$ cat config.mk
export PLATFORM = sky130hd
export DESIGN_NAME = vga_pixel_fetch_flat
export DESIGN_NICKNAME = d
export VERILOG_FILES = /design/src/rtl/vga_pixel_fetch_if.sv /design/src/rtl/vga_pixel_fetch.sv /design/src/flat_wrapper.sv
export SDC_FILE = /design/constraint.sdc
export NUM_CORES = 1
export LEC_CHECK = 0
export CORE_MARGIN = 4
export CORE_UTILIZATION = 55
export CTS_BUF_LIST = sky130_fd_sc_hd__clkbuf_8
export DETAILED_ROUTE_END_ITERATION = 16
export MAX_ROUTING_LAYER = met4
export PLACE_DENSITY = 0.74
export SYNTH_ARGS = -nofsm -noshare
export SYNTH_HDL_FRONTEND = slang
export SYNTH_SLANG_ARGS = --single-unit
$ cat constraint.sdc
create_clock -name clk -period 2.87 [get_ports clk]
set_input_delay 0.861 -clock clk [delete_from_list [all_inputs] [get_ports clk]]
set_output_delay 0.861 -clock clk [all_outputs]
set_load 0.02 [all_outputs]
$ cat src/rtl/vga_pixel_fetch_if.sv
// rtl/vga_pixel_fetch_if.sv - memory read and pixel pop bus of the VGA pixel fetcher
interface vga_pixel_fetch_if;
  logic [14:0] mem_addr;
  logic        mem_req;
  logic        mem_ack;
  logic [15:0] mem_data;
  logic        pix_rd;
  logic [7:0]  pix_data;
  logic        pix_valid;

  modport master (
    output mem_addr, mem_req, pix_data, pix_valid,
    input  mem_ack, mem_data, pix_rd
  );

  modport slave (
    input  mem_addr, mem_req, pix_data, pix_valid,
    output mem_ack, mem_data, pix_rd
  );
endinterface

$ cat src/rtl/vga_pixel_fetch.sv
// rtl/vga_pixel_fetch.sv - line fetcher feeding a 16-word FIFO of rrr_ggg_bb pixels (option: VGA_PIXEL_FETCH_LINE_DOUBLE_EN)
module vga_pixel_fetch (
  input  logic              clk,
  input  logic              reset,
  input  logic              enable,
  input  logic              frame_start,
  input  logic              line_start,
  vga_pixel_fetch_if.master bus,
  output logic              underflow
);
  localparam logic [1:0] ST_IDLE       = 2'd0;
  localparam logic [1:0] ST_REQ        = 2'd1;
  localparam logic [1:0] ST_WAIT_SPACE = 2'd2;
  localparam logic [1:0] ST_DONE       = 2'd3;
  localparam logic [7:0] LAST_WORD     = 8'd159;
  localparam logic [7:0] LAST_SRC_LINE = 8'd199;
  localparam logic [4:0] FIFO_DEPTH    = 5'd16;

  logic [1:0]  state;
  logic [7:0]  src_line;
  logic [7:0]  start_line;
  logic [7:0]  next_src_line;
  logic [14:0] start_base;
  logic [7:0]  word_idx;
  logic [14:0] line_base;
  logic        mem_req_q;
  logic [14:0] mem_addr_q;
  logic        discard;
  logic [15:0] fifo_mem [16];
  logic [3:0]  wr_ptr;
  logic [3:0]  rd_ptr;
  logic [4:0]  count;
  logic        byte_sel;
  logic [15:0] head;
  logic        fifo_empty;
  logic        abort;
  logic        ack_take;
  logic        wr_en;
  logic        pop;
  logic        pop_word;
  logic        raise;
`ifdef VGA_PIXEL_FETCH_LINE_DOUBLE_EN
  logic        line_half;
  logic        cur_half;
`endif

  // frame_start takes effect first, so a coincident line_start fetches line 0
  always_comb begin
    start_line    = frame_start ? 8'd0 : src_line;
    next_src_line = (start_line == LAST_SRC_LINE) ? 8'd0 : start_line + 8'd1;
    start_base    = {start_line, 7'b0} + {2'b0, start_line, 5'b0};
    fifo_empty    = (count == 5'd0);
    abort         = line_start && (state == ST_REQ || state == ST_WAIT_SPACE);
    ack_take      = bus.mem_ack && mem_req_q;
    wr_en         = ack_take && !abort;
    pop           = enable && bus.pix_rd && !fifo_empty;
    pop_word      = pop && byte_sel;
    raise         = (state == ST_REQ) && !mem_req_q && !discard && enable &&
                    (count < FIFO_DEPTH);
    head          = fifo_mem[rd_ptr];
  end

  assign bus.mem_req   = mem_req_q;
  assign bus.mem_addr  = mem_addr_q;
  assign bus.pix_valid = !fifo_empty;
  assign bus.pix_data  = fifo_empty ? 8'h00 : (byte_sel ? head[7:0] : head[15:8]);

  // fetch FSM: one outstanding read at a time; an aborted read is drained and dropped
  always_ff @(posedge clk or posedge reset) begin
    if (reset) begin
      state      <= ST_IDLE;
      word_idx   <= 8'd0;
      line_base  <= 15'd0;
      mem_req_q  <= 1'b0;
      mem_addr_q <= 15'd0;
      discard    <= 1'b0;
    end else if (line_start) begin
      state     <= ST_REQ;
      word_idx  <= 8'd0;
      line_base <= start_base;
      mem_req_q <= 1'b0;
      discard   <= (discard || mem_req_q) && !bus.mem_ack;
    end else begin
      discard <= discard && !bus.mem_ack;
      case (state)
        ST_REQ: begin
          if (ack_take) begin
            mem_req_q <= 1'b0;
            if (word_idx == LAST_WORD) state <= ST_DONE;
            else word_idx <= word_idx + 8'd1;
          end else if (raise) begin
            mem_req_q  <= 1'b1;
            mem_addr_q <= line_base + {7'b0, word_idx};
          end else if (!mem_req_q && !discard && count == FIFO_DEPTH) begin
            state <= ST_WAIT_SPACE;
          end
        end
        ST_WAIT_SPACE: if (count < FIFO_DEPTH) state <= ST_REQ;
        default: ;
      endcase
    end
  end

  // source line counter, advanced as each line fetch is launched
  always_ff @(posedge clk or posedge reset) begin
    if (reset) begin
      src_line <= 8'd0;
`ifdef VGA_PIXEL_FETCH_LINE_DOUBLE_EN
      line_half <= 1'b0;
`endif
    end else if (line_start) begin
`ifdef VGA_PIXEL_FETCH_LINE_DOUBLE_EN
      line_half <= !cur_half;
      src_line  <= cur_half ? next_src_line : start_line;
`else
      src_line <= next_src_line;
`endif
    end else if (frame_start) begin
      src_line <= 8'd0;
`ifdef VGA_PIXEL_FETCH_LINE_DOUBLE_EN
      line_half <= 1'b0;
`endif
    end
  end

`ifdef VGA_PIXEL_FETCH_LINE_DOUBLE_EN
  // first or second display line of the current source line
  always_comb cur_half = frame_start ? 1'b0 : line_half;
`endif

  // sticky underflow, cleared only at frame start
  always_ff @(posedge clk or posedge reset) begin
    if (reset) underflow <= 1'b0;
    else if (frame_start) underflow <= 1'b0;
    else if (enable && bus.pix_rd && fifo_empty) underflow <= 1'b1;
  end

  // FIFO pointers and occupancy; write and pop in one cycle net out
  always_ff @(posedge clk or posedge reset) begin
    if (reset) begin
      wr_ptr   <= 4'd0;
      rd_ptr   <= 4'd0;
      count    <= 5'd0;
      byte_sel <= 1'b0;
    end else if (abort) begin
      wr_ptr   <= 4'd0;
      rd_ptr   <= 4'd0;
      count    <= 5'd0;
      byte_sel <= 1'b0;
    end else begin
      if (wr_en) wr_ptr <= wr_ptr + 4'd1;
      if (pop) byte_sel <= !byte_sel;
      if (pop_word) rd_ptr <= rd_ptr + 4'd1;
      count <= count + {4'b0, wr_en} - {4'b0, pop_word};
    end
  end

  // FIFO storage
  always_ff @(posedge clk) begin
    if (wr_en) fifo_mem[wr_ptr] <= bus.mem_data;
  end
endmodule

$ cat src/flat_wrapper.sv
// flat-port wrapper written by rule: the top's interface ports become plain ports
module vga_pixel_fetch_flat 
  (clk, reset, enable, frame_start, line_start, underflow, bus_mem_addr, bus_mem_req, bus_pix_data, bus_pix_valid, bus_mem_ack, bus_mem_data, bus_pix_rd);
  vga_pixel_fetch_if bus_i ();
  input  logic clk;
  input  logic reset;
  input  logic enable;
  input  logic frame_start;
  input  logic line_start;
  output logic underflow;
  output wire logic [$bits(bus_i.mem_addr)-1:0] bus_mem_addr;
  output wire logic [$bits(bus_i.mem_req)-1:0] bus_mem_req;
  output wire logic [$bits(bus_i.pix_data)-1:0] bus_pix_data;
  output wire logic [$bits(bus_i.pix_valid)-1:0] bus_pix_valid;
  input wire logic [$bits(bus_i.mem_ack)-1:0] bus_mem_ack;
  input wire logic [$bits(bus_i.mem_data)-1:0] bus_mem_data;
  input wire logic [$bits(bus_i.pix_rd)-1:0] bus_pix_rd;
  assign bus_mem_addr = bus_i.mem_addr;
  assign bus_mem_req = bus_i.mem_req;
  assign bus_pix_data = bus_i.pix_data;
  assign bus_pix_valid = bus_i.pix_valid;
  assign bus_i.mem_ack = bus_mem_ack;
  assign bus_i.mem_data = bus_mem_data;
  assign bus_i.pix_rd = bus_pix_rd;
  vga_pixel_fetch u_core (.clk(clk), .reset(reset), .enable(enable), .frame_start(frame_start), .line_start(line_start), .bus(bus_i), .underflow(underflow));
endmodule
==> out/results.txt, run 1 <==
worst r2r src = u_core.count[3]
failing checks = setup timing
Sequential Area = 9190 sq um
Synth top area share = 58.0%
Worst Hold Endpoint = u_core.bus.mem_addr[12]
CTS Buf Count = 50
VDD IR max = 0.426 mV
Die ar. = 26600 sq um
average wire per standard cell = 23.0 um
crit path time final = 3.51 ns
Core Region = 23600 sq um
Worst Setup SP = u_core.rd_ptr[0]
fraction of registers with async set/reset = 19.0%
Cell Area, Synth = 13300 sq um
Post-route DRC = 0
Clock Sinks = 316
syn_area_per_cell = 17.9 sq um
power per cell area = 713 nW/um^2
leakage = 5.78 nW
class of the worst hold path = reg2reg
vias post-DR = 7410
Synth Register Bits = 316
cells after synthesis = 739
register clock-pin slew on the reported worst setup and hold paths = 0.06 ns
Slew @ Worst Pin = 0.551 ns
Detailed Route WL = 29200 um
R2R depth = 15
row count = 56
max cap viols = 0
# hold bufs at CTS = 0
Reg2Reg Capture Point = u_core.count[4]
RSZ-0062 raised after global routing = yes
DR pass1 iterations = 5
Yosys cell types = 51
Max Freq = 285 MHz
total gr overflow = 0
Critical Path RT = 2.01 ns
CTS tree = done
clk_skew = 0.00945 ns
crit-path max FO = 4
hold_sp = u_core.bus.mem_addr[12]
initial antenna violation count = 0
gp weighted congestion = 0.853
register area share after synthesis = 69.3%
final hold violation count = 0
H-Tree Depth = 2
Die Y = 163 um
Worst Setup Path Type = reg2out
Starting Density = 56.1%
most common cell in the netlist = edfxtp_1
endpoints failing setup = 9
Initial DRC Count = 557
run status = finished, violations left
Detail Route Antenna Nets = 0
crit path DAT = 2.64 ns
Clock Path Buffers = 3
PortBufs = 48
final period utilization = 122%
Post-Syn Nets = 789
CP startpoint kind = flop
slew margin rel. = 63.2%
final worst-path setup slack = -0.635 ns
ant diodes = 0
Die X = 163 um
dominant cells by area after synthesis = edfxtp_1 (58%), dfrtp_1 (11%), mux4_2 (8.8%), mux4_1 (4.0%), ha_1 (2.3%)
GRT Total Usage = 22.8%
synth warn = 0
vias in the first global route = 7913
dpl cells = 1168
CP endpoint kind = output pin
P&R area growth vs syn = 21.8%
post-synth top area cell = edfxtp_1
r2r setup slk = -0.22 ns
Worst-Skew Late Latency = 0.56 ns
Post-DP HPWL = 17600 um
io pins = 49
largest net degree at the start of global routing = 44
# fillers = 1512
wire length of the first global-routing pass = 44700 um
non-filler instance count after layout = 1272
hold path cells = 2
Primary FF master, synth = edfxtp_1
multi-input logic area = 3830 sq um
Tot Pwr = 11.5 mW
Clock Tree Root = clkbuf_8
top cells by count, synth = edfxtp_1 (256), dfrtp_1 (60), mux4_2 (52)
fin nets = 965
number of flops mapped to enable cells by yosys = 256
layout cells sized above 1 = 32.2%
via density per instance = 5.83
max-slew violations = 0
==> cell type report <==
class | count | share of cell area [%]
Clock buffer | 52 | 4.43
Clock inverter | 38 | 1.36
Inverter | 38 | 0.899
Multi-Input combinational cell | 355 | 23.7
Sequential cell | 316 | 56.9
Tap cell | 319 | 2.47
Timing Repair Buffer | 154 | 10.2
==> stage by stage <==
| step | TNS [ns] | hold slack [ns] | setup slack, ns | area, sq um | utilization, % |
|---|---|---|---|---|---|
| 3_5_place_dp | -5.26 | 0.473 | -0.455 | 14900 | 63.2 |
| 3_3_place_gp | -4.61 | 0.466 | -0.433 | 14900 | 63.2 |
| 2_1_floorplan | -5.50 | 0.463 | -0.0859 | 13300 | - |
| 5_1_grt | -5.80 | 0.520 | -0.726 | 16100 | 68.4 |
| 4_1_cts | -5.23 | 0.494 | -0.669 | 16000 | 67.9 |
| 6_report | -4.88 | 0.494 | -0.635 | 16100 | 68.4 |
==> routing by layer <==
metal	up-vias	routed length (um)	GRT usage, %
met5	-	0	-
met4	0	683	5.41
met3	58	1600	3.73
met2	275	15600	39.0
met1	3831	11300	29.0
li1	3246	-	-
==> cells in the final DEF (no fill, tap or decap), drive strengths merged, types with 4 or more instances in the layout <==
| cell type | instances |
|---|---|
| o21ai | 19 |
| nor3 | 6 |
| nand2b | 4 |
| nor2 | 41 |
| clkbuf | 53 |
| clkinv | 23 |
| nand4 | 6 |
| nand2 | 32 |
| edfxtp | 256 |
| inv | 50 |
| nand3 | 10 |
| mux4 | 72 |
| a21oi | 9 |
| clkdlybuf4s50 | 39 |
| a221oi | 8 |
| xnor2 | 17 |
| dfrtp | 60 |
| a21o | 5 |
| mux2 | 10 |
| and3 | 4 |
| buf | 114 |
| xor2 | 18 |
| o221ai | 8 |
| nor2b | 10 |
| ha | 24 |
| and2 | 12 |
| mux2i | 10 |
==> power by group <==
group,internal (mW),switching (mW)
clock network,1.87,1.69
registers,5.11,0.111
logic,1.41,1.33
total,8.39,3.13
==> worst max-delay path by stage <==
stage | to
finish | bus_pix_data[7]
global route | bus_pix_data[7]
CTS | bus_pix_data[6]
detailed placement | bus_pix_data[1]
global placement | bus_pix_data[1]
floorplan | u_core.fifo_mem[4][0]
==> state kept, by name (all words and copies together) (netlist names) <==
register,flops
u_core.byte_sel,1
u_core.discard,1
u_core.word_idx,8
u_core.src_line,8
u_core.wr_ptr,4
u_core.count,5
u_core.rd_ptr,4
u_core.line_base,10
u_core.state,2
u_core.fifo_mem,256
u_core.underflow,1
u_core.bus.mem_addr,15
u_core.bus.mem_req,1
==> what timing repair did <==
| action | 4_1_cts | 5_1_grt |
|---|---|---|
| gates resized for setup | 89 | 30 |
| pin swaps | 7 | 8 |
| endpoints found under the setup margin | 11 | 11 |
| buffers inserted | 7 | 5 |
| cloned | 2 | 1 |
==> cells by family (layout without fill, tap and decap cells) <==
| group | Yosys count | count (layout) | synth area share, % |
|---|---|---|---|
| fa+ha+maj | 27 | 27 | 2.72 |
| buf+inv | 68 | 282 | 2.68 |
| simple gates | 137 | 137 | 5.07 |
| mux | 92 | 92 | 14.4 |
| flops | 316 | 316 | 69.3 |
| xor+xnor | 35 | 35 | 2.31 |
| compound gates | 64 | 64 | 3.47 |
==> worst max-delay path, cell delays in order (launching register included) <==
cell	delay, ns
dfrtp_2	0.46
buf_12	0.15
buf_16	0.11
mux4_2	0.50
mux4_2	0.55
inv_2	0.08
a221oi_2	0.06
buf_4	0.17
Note: power is estimated with default switching activity, not from simulation.
==> inputs of run 2 (changes only) <==
--- a/config.mk
+++ b/config.mk
@@ -11,6 +11,7 @@
 export DETAILED_ROUTE_END_ITERATION = 16
 export MAX_ROUTING_LAYER = met4
 export PLACE_DENSITY = 0.74
+export REMOVE_ABC_BUFFERS = 1
 export SYNTH_ARGS = -nofsm -noshare
 export SYNTH_HDL_FRONTEND = slang
 export SYNTH_SLANG_ARGS = --single-unit
==> run 2 against run 1 <==
Net effect: the flow still finishes with violations (setup timing); worst setup slack got worse by 0.0081 ns; final area about the same; combinational power rose by 4%; die area unchanged; clock skew is 0.022 ns higher; clock power fell by 3%.
==> out/results.txt, run 2 (synthesis results as in run 1) <==
run status = finished, violations left
failing checks = setup timing
total gr overflow = 0 (unchanged)
endpoints failing setup = 10 (+1)
wire length of the first global-routing pass = 46000 um (+2.7%)
max-slew violations = 0 (unchanged)
most frequent cells in the layout = edfxtp_1 (256), buf_4 (88), mux4_2 (72), dfrtp_1 (58), clkbuf_8 (51)
largest net degree at the start of global routing = 61 (+39%)
Core Region = 23600 sq um (unchanged)
max FFs per register = 256 (unchanged)
row count = 56 (unchanged)
io pins = 49 (unchanged)
Tot Pwr = 11.5 mW (-0.13%)
CTS tree = done
GRT Total Usage = 23.8% (+1.0 points)
CP endpoint kind = output pin
Detailed Route WL = 30400 um (+4.0%)
initial antenna violation count = 0 (unchanged)
register clock-pin slew on the reported worst setup and hold paths = 0.06 ns (about the same)
clk_skew = 0.0311 ns (+0.0216 ns)
R2R depth = 15 (unchanged)
final hold violation count = 0 (unchanged)
crit path DAT = 2.65 ns (about the same)
Clock Sinks = 316 (unchanged)
slew margin rel. = 63.8% (+0.64 points)
Initial DRC Count = 622 (+12%)
CTS Buf Count = 49 (-2.0%)
commonest non-fill, non-tap cell in the layout = edfxtp_1
class of the worst hold path = reg2reg
r2r setup slk = -0.11 ns (+0.11 ns)
worst setup path endpoint = bus_pix_data[2]
Max Freq = 285 MHz (-0.23%)
Post-DP HPWL = 18300 um (+4.0%)
Die ar. = 26600 sq um (unchanged)
Post-route DRC = 0 (unchanged)
vias in the first global route = 8020 (+1.4%)
VDD IR max = 0.529 mV (+24%)
Clock Tree Root = clkbuf_8
Placement Cell Area = 14900 sq um (-0.17%)
max cap viols = 0 (unchanged)
Reg2Reg Capture Point = u_core.count[4]
non-filler instance count after layout = 1279 (+0.55%)
via density per instance = 5.86 (+0.51%)
average wire per standard cell = 23.7 um (+3.4%)
Die Y = 163 um (unchanged)
dpl cells = 1170 (+0.17%)
gp weighted congestion = 0.849 (-0.48%)
vias post-DR = 7489 (+1.1%)
fin nets = 973 (+0.83%)
final worst-path setup slack = -0.643 ns (-0.00814 ns)
worst r2r src = u_core.count[3]
CP startpoint kind = flop
DR pass1 iterations = 5 (unchanged)
Detail Route Antenna Nets = 0 (unchanged)
Clock Path Buffers = 3 (unchanged)
PortBufs = 48 (unchanged)
Worst-Skew Late Latency = 0.59 ns (+0.03 ns)
RSZ-0062 raised after global routing = yes
Critical Path RT = 2.01 ns (about the same)
final period utilization = 122% (+0.28 points)
P&R area growth vs syn = 21.8% (about the same)
power per cell area = 713 nW/um^2 (about the same)
Design Area, Final = 16100 sq um (about the same)
Biggest register = u_core.fifo_mem
Slew @ Worst Pin = 0.541 ns (-0.00962 ns)
layout cells sized above 1 = 32.0% (-0.23 points)
Starting Density = 56.1% (unchanged)
crit-path max FO = 5 (+1)
ant diodes = 0 (unchanged)
Place WS = -0.492 ns (-0.0373 ns)
crit path time final = 3.51 ns (+0.00813 ns)
Die X = 163 um (unchanged)
Worst Setup SP = u_core.rd_ptr[0]
Worst Setup Path Type = reg2out
H-Tree Depth = 2 (unchanged)
leakage = 5.80 nW (+0.40%)
## run 2: area by class of cell
class	instances	area, sq um
sequential	316	9190
fill	1528	7470
multi-input combinational	355	3790
timing repair buffer	163	1720
clock buffer	51	702
tap	319	399
clock inverter	37	194
inverter	38	143
## run 2: worst max-delay path, cell delays in order, from the launching register on
cell and delay [ns]:
dfrtp_2 0.42, buf_6 0.17, buf_16 0.14, mux4_2 0.52, mux4_2 0.54, inv_2 0.10
a221oi_4 0.06, buf_6 0.15
## run 2: stage by stage
step	util (%)	TNS [ns]	hold slack, ns
finish	68.3	-4.79	0.492
global route	68.3	-5.57	0.540
CTS	68.0	-5.08	0.496
detailed placement	63.1	-5.11	0.478
global placement	63.1	-4.42	0.481
floorplan	-	-22.02	0.463
## run 2: how the worst min path moves through the flow
| stage | from | endpoint | cells after the start |
|---|---|---|---|
| after floorplan | u_core.discard | u_core.discard | 2 |
| after global placement | u_core.bus.mem_addr[6] | u_core.bus.mem_addr[6] | 2 |
| after detailed placement | u_core.bus.mem_addr[9] | u_core.bus.mem_addr[9] | 2 |
| after CTS | u_core.bus.mem_addr[12] | u_core.bus.mem_addr[12] | 2 |
| after global routing | u_core.bus.mem_addr[0] | u_core.bus.mem_addr[0] | 1 |
| final | u_core.bus.mem_addr[12] | u_core.bus.mem_addr[12] | 2 |
## run 2: metal layers
metal	wire, um	vias up	part of all wire (%)	track usage [%]
met4	558	0	1.8	5.53
met1	11500	3867	38	30.0
met5	0	-	0	-
met3	2170	50	7.2	5.05
met2	16100	312	53	40.4
li1	-	3260	-	-
## run 2: power by group
part | switching (mW) | leakage [nW] | internal, mW
sequential | 0.107 | 3.11 | 5.11
clock | 1.70 | 0.513 | 1.75
combinational | 1.40 | 2.18 | 1.44
## run 2: timing repair
action                                  in CTS  in global routing
pin swaps                                    2                 13
buffers inserted                            14                  5
gates cloned                                 4                  0
hold buffers                                 0                  0
endpoints found under the setup margin      11                 11
gates resized for setup                    103                 17
